[src/rtl/cpu_pkg.sv]
// Shared CPU definitions: data width, default reset vector and the fetch
// redirect FSM state type.
package cpu_pkg;

    localparam int XLEN = 32;
    localparam logic [XLEN-1:0] RESET_PC_DEFAULT = 32'h0000_0000;

    typedef enum logic {
        RUN  = 1'b0,
        HALT = 1'b1
    } pc_state_t;

endpackage : cpu_pkg

[src/rtl/pc_target_calc.sv]
// Combinational redirect target: branch/JAL and JALR adders, JALR bit-0 clear,
// jalr > jump > branch priority and a misaligned-target flag.
module pc_target_calc
    import cpu_pkg::*;
(
    input  logic            branch_result,
    input  logic            jump,
    input  logic            jalr,
    input  logic [XLEN-1:0] ex_pc,
    input  logic [XLEN-1:0] imm,
    input  logic [XLEN-1:0] rs1_val,
    output logic            redirect_req,
    output logic [XLEN-1:0] target,
    output logic            misaligned
);

    logic [XLEN-1:0] pc_rel_target;
    logic [XLEN-1:0] jalr_sum;
    logic [XLEN-1:0] jalr_target;

    // Both sums wrap modulo 2^XLEN; the carry out is intentionally dropped.
    assign pc_rel_target = ex_pc + imm;
    assign jalr_sum      = rs1_val + imm;
    assign jalr_target   = {jalr_sum[XLEN-1:1], 1'b0};

    assign redirect_req = branch_result | jump | jalr;

    // JAL and taken branches share the PC-relative target, so only jalr
    // needs to win the mux.
    always_comb begin
        target = pc_rel_target;
        if (jalr) begin
            target = jalr_target;
        end
    end

    assign misaligned = redirect_req && (target[1:0] != 2'b00);

endmodule : pc_target_calc

[src/rtl/pc_redirect_unit.sv]
// Fetch PC register with EX-stage redirect, stall hold and a sticky
// misaligned-target HALT. PC_REDIRECT_STATS_EN adds a saturating redirect counter.
module pc_redirect_unit
    import cpu_pkg::*;
#(
    parameter logic [XLEN-1:0] RESET_PC = RESET_PC_DEFAULT
) (
    input  logic            clk,
    input  logic            rst,
    input  logic            branch_result,
    input  logic            jump,
    input  logic            jalr,
    input  logic [XLEN-1:0] ex_pc,
    input  logic [XLEN-1:0] imm,
    input  logic [XLEN-1:0] rs1_val,
    input  logic            stall,
    output logic [XLEN-1:0] pc,
    output logic [XLEN-1:0] pc_plus4,
    output logic            flush,
    output logic            trap,
    output pc_state_t       dbg_state
`ifdef PC_REDIRECT_STATS_EN
    ,
    output logic [XLEN-1:0] redirect_count
`endif
);

    pc_state_t       state_q, state_d;
    logic [XLEN-1:0] pc_q, pc_d;
    logic            trap_q, trap_d;
    logic            flush_raw;

    logic            redirect_req;
    logic [XLEN-1:0] target;
    logic            misaligned;

    pc_target_calc u_target_calc (
        .branch_result (branch_result),
        .jump          (jump),
        .jalr          (jalr),
        .ex_pc         (ex_pc),
        .imm           (imm),
        .rs1_val       (rs1_val),
        .redirect_req  (redirect_req),
        .target        (target),
        .misaligned    (misaligned)
    );

    always_ff @(posedge clk or posedge rst) begin
        if (rst) begin
            state_q <= RUN;
            pc_q    <= RESET_PC;
            trap_q  <= 1'b0;
        end else begin
            state_q <= state_d;
            pc_q    <= pc_d;
            trap_q  <= trap_d;
        end
    end

    always_comb begin
        state_d   = state_q;
        pc_d      = pc_q;
        trap_d    = trap_q;
        flush_raw = 1'b0;
        case (state_q)
            RUN: begin
                // A redirect overrides stall: the wrong-path fetch must be killed.
                if (redirect_req) begin
                    flush_raw = 1'b1;
                    if (misaligned) begin
                        state_d = HALT;
                        trap_d  = 1'b1;
                    end else begin
                        pc_d = target;
                    end
                end else if (!stall) begin
                    pc_d = pc_q + XLEN'(4);
                end
            end
            HALT: begin
                flush_raw = 1'b1;
                trap_d    = 1'b1;
            end
            default: begin
                state_d = RUN;
            end
        endcase
    end

    // The register is already forced during reset, but flush is combinational
    // and must not leak a kill request while rst is high.
    assign flush     = flush_raw & ~rst;
    assign pc        = pc_q;
    assign pc_plus4  = pc_q + XLEN'(4);
    assign trap      = trap_q;
    assign dbg_state = state_q;

`ifdef PC_REDIRECT_STATS_EN
    logic [XLEN-1:0] count_q, count_d;

    always_comb begin
        count_d = count_q;
        if (state_q == RUN && redirect_req && !misaligned && count_q != '1) begin
            count_d = count_q + XLEN'(1);
        end
    end

    always_ff @(posedge clk or posedge rst) begin
        if (rst) begin
            count_q <= '0;
        end else begin
            count_q <= count_d;
        end
    end

    assign redirect_count = count_q;
`endif

endmodule : pc_redirect_unit
[config.mk]
export PLATFORM = sky130hd
export DESIGN_NAME = pc_redirect_unit
export DESIGN_NICKNAME = d
export VERILOG_FILES = /design/src/rtl/cpu_pkg.sv /design/src/rtl/pc_target_calc.sv /design/src/rtl/pc_redirect_unit.sv
export SDC_FILE = /design/constraint.sdc
export NUM_CORES = 1
export LEC_CHECK = 0
export CORE_UTILIZATION = 32
export DETAILED_ROUTE_END_ITERATION = 12
export PLACE_DENSITY = 0.67
export SKIP_CTS_REPAIR_TIMING = 1
export SYNTH_ARGS = -nofsm -noshare
export SYNTH_HDL_FRONTEND = slang
export SYNTH_SLANG_ARGS = --single-unit
[constraint.sdc]
create_clock -name clk -period 6.9 [get_ports clk]
set_input_delay 2.07 -clock clk [delete_from_list [all_inputs] [get_ports clk]]
set_output_delay 2.07 -clock clk [all_outputs]
set_load 0.02 [all_outputs]
==> metrics.csv, run 1 <==
metric;value;unit
place_ws;1.26;ns
ys_seq_elements;34;
ys_seq_area_share;14.8;%
ys_async_sr_fraction;100;%
worst-setup-path-type;primary input to output pin;
cts_root_buf;clkbuf_16;
syn_area;0.00576;mm2
cts_buffers;5;
power_density;113;mW/mm2
drc;0;
ant_nets;0;
dr_wl_met3;1110;um
worstReg2RegStart;pc[2];
period_needed;5.65;ns
power.switching;0.345;mW
grt_pass1_vias;5949;
wl_per_cell;17.5;um
fin_worst_hold_slack;0.516;ns
core;0.0174;mm2
final_cell_area;0.00778;mm2
reg2reg_depth;8;
setup_slack;1.25;ns
place_area;0.00764;mm2
grt_antenna_before_repair;0;
nets;1088;
clock-sinks;34;
grt_remaining_overflow;0;
die_x;136;um
setup_tns;0;ns
grtUsageTotal;21.5;%
finalNonFillerCells;1147;
synthMostInstantiatedCell;a21oi_1;
end_kind;output pin;
syn_to_final_growth;35.1;%
clockBufferDepth;2;
critPathArrivalTime;3.58;ns
synth_ff_type;dfrtp_1;
ys_types;72;
maxCapViolations;0;
status;finished, final reports clean;
final_layout_size_suffix_gt1_share;4.88;%
seqPwrFrac;22.7;%
required;4.83;ns
netlist_instances;771;
maxSlewHeadroom;49.1;%
setup_viol;0;
switching_share;39.3;%
die_y;136;um
r2r_setup_slack;4.25;ns
min_period_over_period;81.8;%
vias_per_cell;5.53;
tritoncts;done;
crit_path_max_fanout;2;
clock_latency;0.28;ns
multi_input_area;0.00469;mm2
io_pins;169;
grt_max_degree;35;
yosysTopAreaCell;dfrtp_1;
yosys-top-cells-area;dfrtp_1 15%, ha_1 13%, a21oi_1 6.9%;
tightest_slew;0.760;ns
worst_hold_path_type;flip-flop to flip-flop;
timing.fmax;177;MHz
place_inst;1140;
drt_iter0_drc;498;
rsz0062_at_grt;false;
synth_top_area_share;14.8;%
yosys_warnings;0;
synth_nets;937;
dr.max_layer_used;met4;
vias;6342;
min_from;trap;
fin_worst_skew;0.00326;ns
synthTopCellsByCount;79 x a21oi_1, 75 x nand2_1, 62 x ha_1;
finalMaxSlewViolations;0;
syn_avg_cell_area;7.47;um2
cp-startpoint;jump;
dp_hpwl;16600;um
fp-row-count;48;
leakage;3.22;nW
port_buffers;168;
dieArea;0.0185;mm2
diodes;0;
htree_levels;2;
internal_power;0.533;mW
start_util;33.1;%
wl;20100;um
n_fill_cell;1758;
first_pass_iters;7;
combPwrFrac;52.9;%
path_clk_slew;0.05;ns
met1_length;9940;um
clkPwrFrac;24.3;%
place_congestion;0.911;
grt_first_pass_wirelength;31400;um
rr_endpoint;pc[28];
min_path_cells;1;
seq_area;851;um2
vdd_ir_drop_max;93.6;uV
wl_met2;8640;um
cp-start-kind;primary input;
synth-edff-count;0;
hold_violations;0;
hold_end;trap;
-- flip-flops by register name, summed over array words and instances, names as in the netlist --
name and flops:
trap 1, pc 32, dbg_state 1
-- how the worst max path moves through the flow --
stage / end / slack [ns] / cells after the start
floorplan: flush / 1.71 / 5
global placement: flush / 1.28 / 5
finish: flush / 1.25 / 5
detailed placement: flush / 1.26 / 5
global route: flush / 1.19 / 5
CTS: flush / 1.24 / 5
-- stage by stage --
step / utilization [%] / power, mW
after global placement: 43.9 / 0.658
after detailed placement: 43.9 / 0.659
after floorplan: - / 0.499
final: 44.7 / 0.878
after CTS: 44.7 / 0.870
after global routing: 44.7 / 0.929
-- cell families (layout without fill, tap and decap cells) --
family | after synthesis | count (layout) | share of synthesized area, %
XOR/XNOR | 73 | 73 | 11.2
AO/OA/AOI/OAI | 270 | 270 | 31.4
adder cells (fa/ha/maj) | 64 | 64 | 14.2
AND/OR/NAND/NOR | 269 | 269 | 23.7
buffers and inverters | 56 | 207 | 3.89
multiplexers | 5 | 5 | 0.869
flip-flops | 34 | 34 | 14.8
-- power groups by stage --
stage	clock, mW	sequential, mW	combinational, mW
3_3_place_gp	0	0.203	0.455
6_report	0.214	0.200	0.465
3_5_place_dp	0	0.203	0.456
4_1_cts	0.212	0.200	0.458
2_1_floorplan	0	0.203	0.296
5_1_grt	0.222	0.199	0.507
-- metal layers --
layer  track usage (%)  vias to the layer above
met2              33.1                      208
met5                 0                        -
met1              32.0                     2930
li1                  -                     3178
met3              1.53                       26
met4              5.86                        0
-- cells in the final DEF (no fill, tap or decap), types with 9 or more instances in the layout --
| cell | Yosys | layout |
|---|---|---|
| dfrtp_1 | 34 | 34 |
| nor2_1 | 55 | 54 |
| clkdlybuf4s50_1 | 0 | 168 |
| nand4_1 | 10 | 10 |
| or3_1 | 9 | 9 |
| and3_1 | 9 | 9 |
| nand3_1 | 42 | 42 |
| xor2_1 | 28 | 28 |
| o21ai_0 | 49 | 48 |
| nand2_1 | 75 | 75 |
| o22ai_1 | 11 | 11 |
| nor3_1 | 20 | 20 |
| a21oi_1 | 79 | 79 |
| xnor2_1 | 44 | 44 |
| a21o_1 | 19 | 19 |
| o21bai_1 | 10 | 10 |
| o211ai_1 | 13 | 13 |
| inv_1 | 26 | 26 |
| nor2b_1 | 10 | 10 |
| o21a_1 | 16 | 16 |
| a211oi_1 | 11 | 11 |
| a31oi_1 | 10 | 10 |
| ha_1 | 62 | 62 |
-- worst max-delay path: stages --
cell and delay, ns:
clkdlybuf4s50_1 0.43, or2_2 0.32, nor2_1 0.14, a21oi_1 0.08, clkdlybuf4s50_1 0.53
-- layout make-up --
cell class / count / area share, %
inverter: 26 / 1.25
clock inverter: 2 / 0.129
timing repair buffer: 174 / 22.2
multi-input combinational: 681 / 60.3
tap: 225 / 3.62
sequential: 34 / 10.9
clock buffer: 5 / 1.61
No activity file was read; power rests on OpenSTA's default activity.
==> run 2: changes to the inputs <==
==> constraint.sdc (replaced) <==
create_clock -name clk -period 5.75 [get_ports clk]
set_input_delay 1.725 -clock clk [delete_from_list [all_inputs] [get_ports clk]]
set_output_delay 1.725 -clock clk [all_outputs]
set_load 0.02 [all_outputs]
==> metrics.csv, run 2 (synthesized netlist as in run 1, its figures left out) <==
metric;value;unit;change
crit_path_cell_trace;clkdlybuf4s50_1 > or2_2 > nor2_1 > a21oi_1 > clkdlybuf4s50_1;;unchanged
wl_met2;8630;um;was 8640 um
cpMostUsedCell;clkdlybuf4s50_1;;unchanged
largest_reg_flops;32;;unchanged
crit_path_max_fanout;2;;unchanged
first_pass_iters;5;;was 7
maxSlewHeadroom;64.1;%;was 49.1%
end_kind;output pin;;unchanged
leakage;3.24;nW;was 3.22 nW
slowest_delay;0.53;ns;about the same
dieArea;0.0185;mm2;unchanged
maxCapViolations;0;;unchanged
final_layout_size_suffix_gt1_share;5.19;%;was 4.88%
wl;20100;um;about the same
clockBufferDepth;2;;unchanged
grt_pass1_vias;5857;;was 5,949
drt_iter0_drc;381;;was 498
power_density;141;mW/mm2;was 113 mW/mm2
clock_latency;0.29;ns;was 0.28 ns
n_fill_cell;1774;;was 1,758
worst-setup-path-type;primary input to output pin;;unchanged
cp-start-kind;primary input;;unchanged
setup_tns;0;ns;unchanged
timing.fmax;202;MHz;
ant_nets;0;;unchanged
grt_first_pass_wirelength;31400;um;about the same
rsz0062_at_grt;false;;unchanged
tightest_slew;0.534;ns;was 0.760 ns
grt_remaining_overflow;0;;unchanged
syn_to_final_growth;36.0;%;was 35.1%
place_congestion;0.932;;was 0.911
worst_hold_path_type;flip-flop to flip-flop;;unchanged
diodes;0;;unchanged
dr.max_layer_used;met4;;unchanged
critPathSlowestCell;clkdlybuf4s50_1;;unchanged
path_clk_slew;0.06;ns;was 0.05 ns
cts_buffers;5;;unchanged
final_cell_mix;168 x clkdlybuf4s50_1, 79 x a21oi_1, 75 x nand2_1, 62 x ha_1, 54 x nor2_1;;unchanged
start_util;33.1;%;unchanged
dp_hpwl;16700;um;was 16,600 um
grt_max_degree;35;;unchanged
fin_worst_skew;0.00495;ns;was 0.00326 ns
grt_antenna_before_repair;0;;unchanged
setup_viol;0;;unchanged
critPathArrivalTime;3.23;ns;was 3.58 ns
core;0.0174;mm2;unchanged
final_common_cell;clkdlybuf4s50_1;;unchanged
nets;1090;;was 1,088
vias;6414;;was 6,342
fp-row-count;48;;unchanged
die_y;136;um;unchanged
tritoncts;done;;unchanged
hold_violations;0;;unchanged
vias_per_cell;5.58;;was 5.53
met1_length;9840;um;was 9940 um
drc;0;;unchanged
min_period_over_period;86.3;%;
period_needed;4.96;ns;
die_x;136;um;unchanged
grtUsageTotal;21.6;%;was 21.5%
clock-sinks;34;;unchanged
vdd_ir_drop_max;108;uV;was 93.6 uV
io_pins;169;;unchanged
r2r_setup_slack;3.12;ns;was 4.25 ns
required;4.03;ns;was 4.83 ns
status;finished, final reports clean;;unchanged
dr_wl_met3;1360;um;was 1110 um
finalMaxSlewViolations;0;;unchanged
htree_levels;2;;unchanged
wl_per_cell;17.5;um;about the same
power;1.11;mW;was 0.878 mW
port_buffers;168;;unchanged
cts_root_buf;clkbuf_16;;unchanged
-- run 2: path summary, 6_finish.rpt --
kind	from	end	cells past startpoint
max reg2reg	pc[2]	pc[28]	8
max	jump	flush	5
max in group asynchronous	rst	pc[4]	3
min	trap	trap	1
min in group asynchronous	rst	dbg_state	3
min reg2reg	trap	trap	1
-- run 2: stage by stage --
step / instance area (um2) / utilization, % / std cells / hold slack (ns) / worst slack, ns
2_1_floorplan: 5760 / - / 771 / 0.595 / 1.25
3_3_place_gp: 7660 / 44.0 / 1142 / 0.452 / 0.818
3_5_place_dp: 7660 / 44.0 / 1142 / 0.467 / 0.787
4_1_cts: 7830 / 45.0 / 1150 / 0.479 / 0.774
5_1_grt: 7830 / 45.0 / 1150 / 0.485 / 0.712
6_report: 7830 / 45.0 / 1150 / 0.478 / 0.790
-- run 2: routing by layer --
metal / global-route usage, % / vias to the layer above
li1: - / 3175
met1: 32.4 / 2984
met2: 33.1 / 240
met3: 1.98 / 15
met4: 4.51 / 0
met5: 0 / -
-- run 2: power breakdown --
group	internal, mW	total (mW)	switching, mW
Combinational	0.244	0.557	0.313
Clock	0.204	0.312	0.108
Sequential	0.239	0.239	0
-- run 2: final cells by class --
class                   instances  area [um2]  share of cell area [%]
flip-flops and latches         34         851                    10.9
well taps                     225         282                    3.60
inverters                      26        97.6                    1.25
clock inverters                 3        45.0                   0.575
multi-input cells             681        4690                    59.9
clock buffers                   5         125                    1.60
repair buffers                176        1740                    22.2
-- run 2: worst max-delay path, delay by kind of cell --
| family | cells | cell delay, ns |
|---|---|---|
| compound gates | 1 | 0.09 |
| simple gates | 2 | 0.46 |
| buf+inv | 2 | 0.95 |
==> run 3: changes to the inputs <==
--- a/config.mk
+++ b/config.mk
@@ -5,9 +5,10 @@
 export SDC_FILE = /design/constraint.sdc
 export NUM_CORES = 1
 export LEC_CHECK = 0
-export CORE_UTILIZATION = 32
+export CORE_UTILIZATION = 60
 export DETAILED_ROUTE_END_ITERATION = 12
-export PLACE_DENSITY = 0.67
+export DONT_BUFFER_PORTS = 1
+export PLACE_DENSITY = 0.85
 export SKIP_CTS_REPAIR_TIMING = 1
 export SYNTH_ARGS = -nofsm -noshare
 export SYNTH_HDL_FRONTEND = slang
==> metrics.csv, run 3 (synthesized netlist as in run 1, its figures left out) <==
metric;value;unit;change
status;finished, final reports clean;;unchanged
vias_per_cell;7.02;;was 5.58
diodes;0;;unchanged
wl;18100;um;was 20,100 um
die_x;100;um;was 136 um
first_pass_iters;5;;unchanged
fin_worst_skew;0.00761;ns;was 0.00495 ns
vdd_ir_drop_max;122;uV;was 108 uV
seqPwrFrac;25.6;%;was 21.6%
dp_hpwl;14600;um;was 16,700 um
timing.fmax;216;MHz;was 202 MHz
worst_hold_path_type;flip-flop to flip-flop;;unchanged
clkPwrFrac;23.4;%;was 28.1%
grt_antenna_before_repair;0;;unchanged
syn_to_final_growth;3.09;%;was 36.0%
final_layout_size_suffix_gt1_share;5.58;%;was 5.19%
final_common_cell;a21oi_1;;was clkdlybuf4s50_1
place_congestion;0.998;;was 0.932
drc;0;;unchanged
io_pins;169;;unchanged
grt_first_pass_wirelength;28300;um;was 31,400 um
setup_tns;0;ns;unchanged
grt_max_degree;33;;was 35
wl_per_cell;20.5;um;was 17.5 um
final_cell_mix;79 x a21oi_1, 75 x nand2_1, 62 x ha_1, 54 x nor2_1, 48 x o21ai_0;;was 168 x clkdlybuf4s50_1, 79 x a21oi_1, 75 x nand2_1, 62 x ha_1, 54 x nor2_1
htree_levels;2;;unchanged
tritoncts;done;;unchanged
crit_path_max_fanout;8;;was 2
tightest_slew;0.765;ns;was 0.534 ns
min_period_over_period;80.5;%;was 86.3%
port_buffers;0;;was 168
setup_slack;1.12;ns;was 0.790 ns
drt_iter0_drc;672;;was 381
place_ws;1.26;ns;was 0.787 ns
power.switching;0.382;mW;was 0.420 mW
critPathArrivalTime;2.90;ns;was 3.23 ns
start_util;62.0;%;was 33.1%
maxSlewHeadroom;48.7;%;was 64.1%
critPathSlowestCell;dfrtp_1;;was clkdlybuf4s50_1
clock-sinks;34;;unchanged
cts_buffers;5;;unchanged
cp-start-kind;flip-flop;;was primary input
slowest_delay;0.56;ns;was 0.53 ns
die_y;100;um;was 136 um
place_area;0.00583;mm2;was 0.00766 mm2
final_cell_area;0.00593;mm2;was 0.00783 mm2
grt_remaining_overflow;0;;unchanged
vias;6192;;was 6,414
worst-setup-path-type;flip-flop to output pin;;was primary input to output pin
ant_nets;0;;unchanged
combPwrFrac;51.0;%;was 50.3%
nets;918;;was 1,090
grt_pass1_vias;5655;;was 5,857
grtUsageTotal;35.4;%;was 21.6%
crit_path_cell_trace;ha_1 > nand3_2 > nor4_4 > and3_1 > nand4_1 > xnor2_1;;was clkdlybuf4s50_1 > or2_2 > nor2_1 > a21oi_1 > clkdlybuf4s50_1
maxCapViolations;0;;unchanged
dieArea;0.00999;mm2;was 0.0185 mm2
clock_latency;0.29;ns;about the same
finalMaxSlewViolations;0;;unchanged
internal_power;0.553;mW;was 0.688 mW
switching_share;40.9;%;was 37.9%
power_density;157;mW/mm2;was 141 mW/mm2
required;4.03;ns;about the same
period_needed;4.63;ns;was 4.96 ns
leakage;2.57;nW;was 3.24 nW
path_clk_slew;0.07;ns;was 0.06 ns
clockBufferDepth;2;;unchanged
cts_root_buf;clkbuf_8;;was clkbuf_16
fp-row-count;35;;was 48
rsz0062_at_grt;false;;unchanged
core;0.00928;mm2;was 0.0174 mm2
fin_worst_hold_slack;0.631;ns;was 0.478 ns
largest_reg_flops;32;;unchanged
setup_viol;0;;unchanged
hold_violations;0;;unchanged
end_kind;output pin;;unchanged
## run 3: final timing paths
check / to / slack [ns] / cells after the start / startpoint
worst max-delay path: pc_plus4[26] / 1.12 / 6 / pc[2]
worst min-delay path: trap / 0.63 / 1 / trap
worst max register to register: pc[28] / 2.53 / 8 / pc[2]
worst min register to register: trap / 0.63 / 1 / trap
max in group asynchronous: pc[2] / 3.71 / 2 / rst
min in group asynchronous: pc[23] / 1.36 / 1 / rst
## run 3: routing by layer
| metal | up-vias | routed length, um | part of all wire, % | GRT usage [%] |
|---|---|---|---|---|
| met2 | 457 | 7800 | 43 | 55.1 |
| met4 | 0 | 482 | 2.7 | 10.2 |
| met5 | - | 0 | 0 | 0 |
| li1 | 2833 | - | - | - |
| met1 | 2852 | 7250 | 40 | 48.5 |
| met3 | 50 | 2560 | 14 | 8.77 |
## run 3: critical path: cells and delay by family, from the launching register on
kind	cells	cell delay, ns
xor+xnor	1	0.51
fa+ha+maj	1	0.31
flops	1	0.56
simple gates	4	1.23
## run 3: layout make-up
| type | instances | area [um2] |
|---|---|---|
| Clock buffer | 7 | 76.3 |
| Clock inverter | 1 | 30.0 |
| Fill cell | 860 | 3350 |
| Inverter | 26 | 97.6 |
| Multi-Input combinational cell | 681 | 4690 |
| Sequential cell | 34 | 851 |
| Tap cell | 129 | 161 |
| Timing Repair Buffer | 4 | 30.0 |
## run 3: power groups by stage
stage               clock (mW)  combinational, mW  sequential [mW]
CTS                      0.217              0.460            0.239
global placement             0              0.445            0.244
detailed placement           0              0.457            0.244
floorplan                    0              0.356            0.244
global route             0.226              0.516            0.239
finish                   0.218              0.477            0.239
## run 3: per-stage QoR
stage	cells	power, mW	util (%)
detailed placement	874	0.701	62.8
global placement	874	0.688	62.8
global route	882	0.981	63.9
floorplan	771	0.599	-
finish	882	0.934	63.9
CTS	882	0.916	63.9
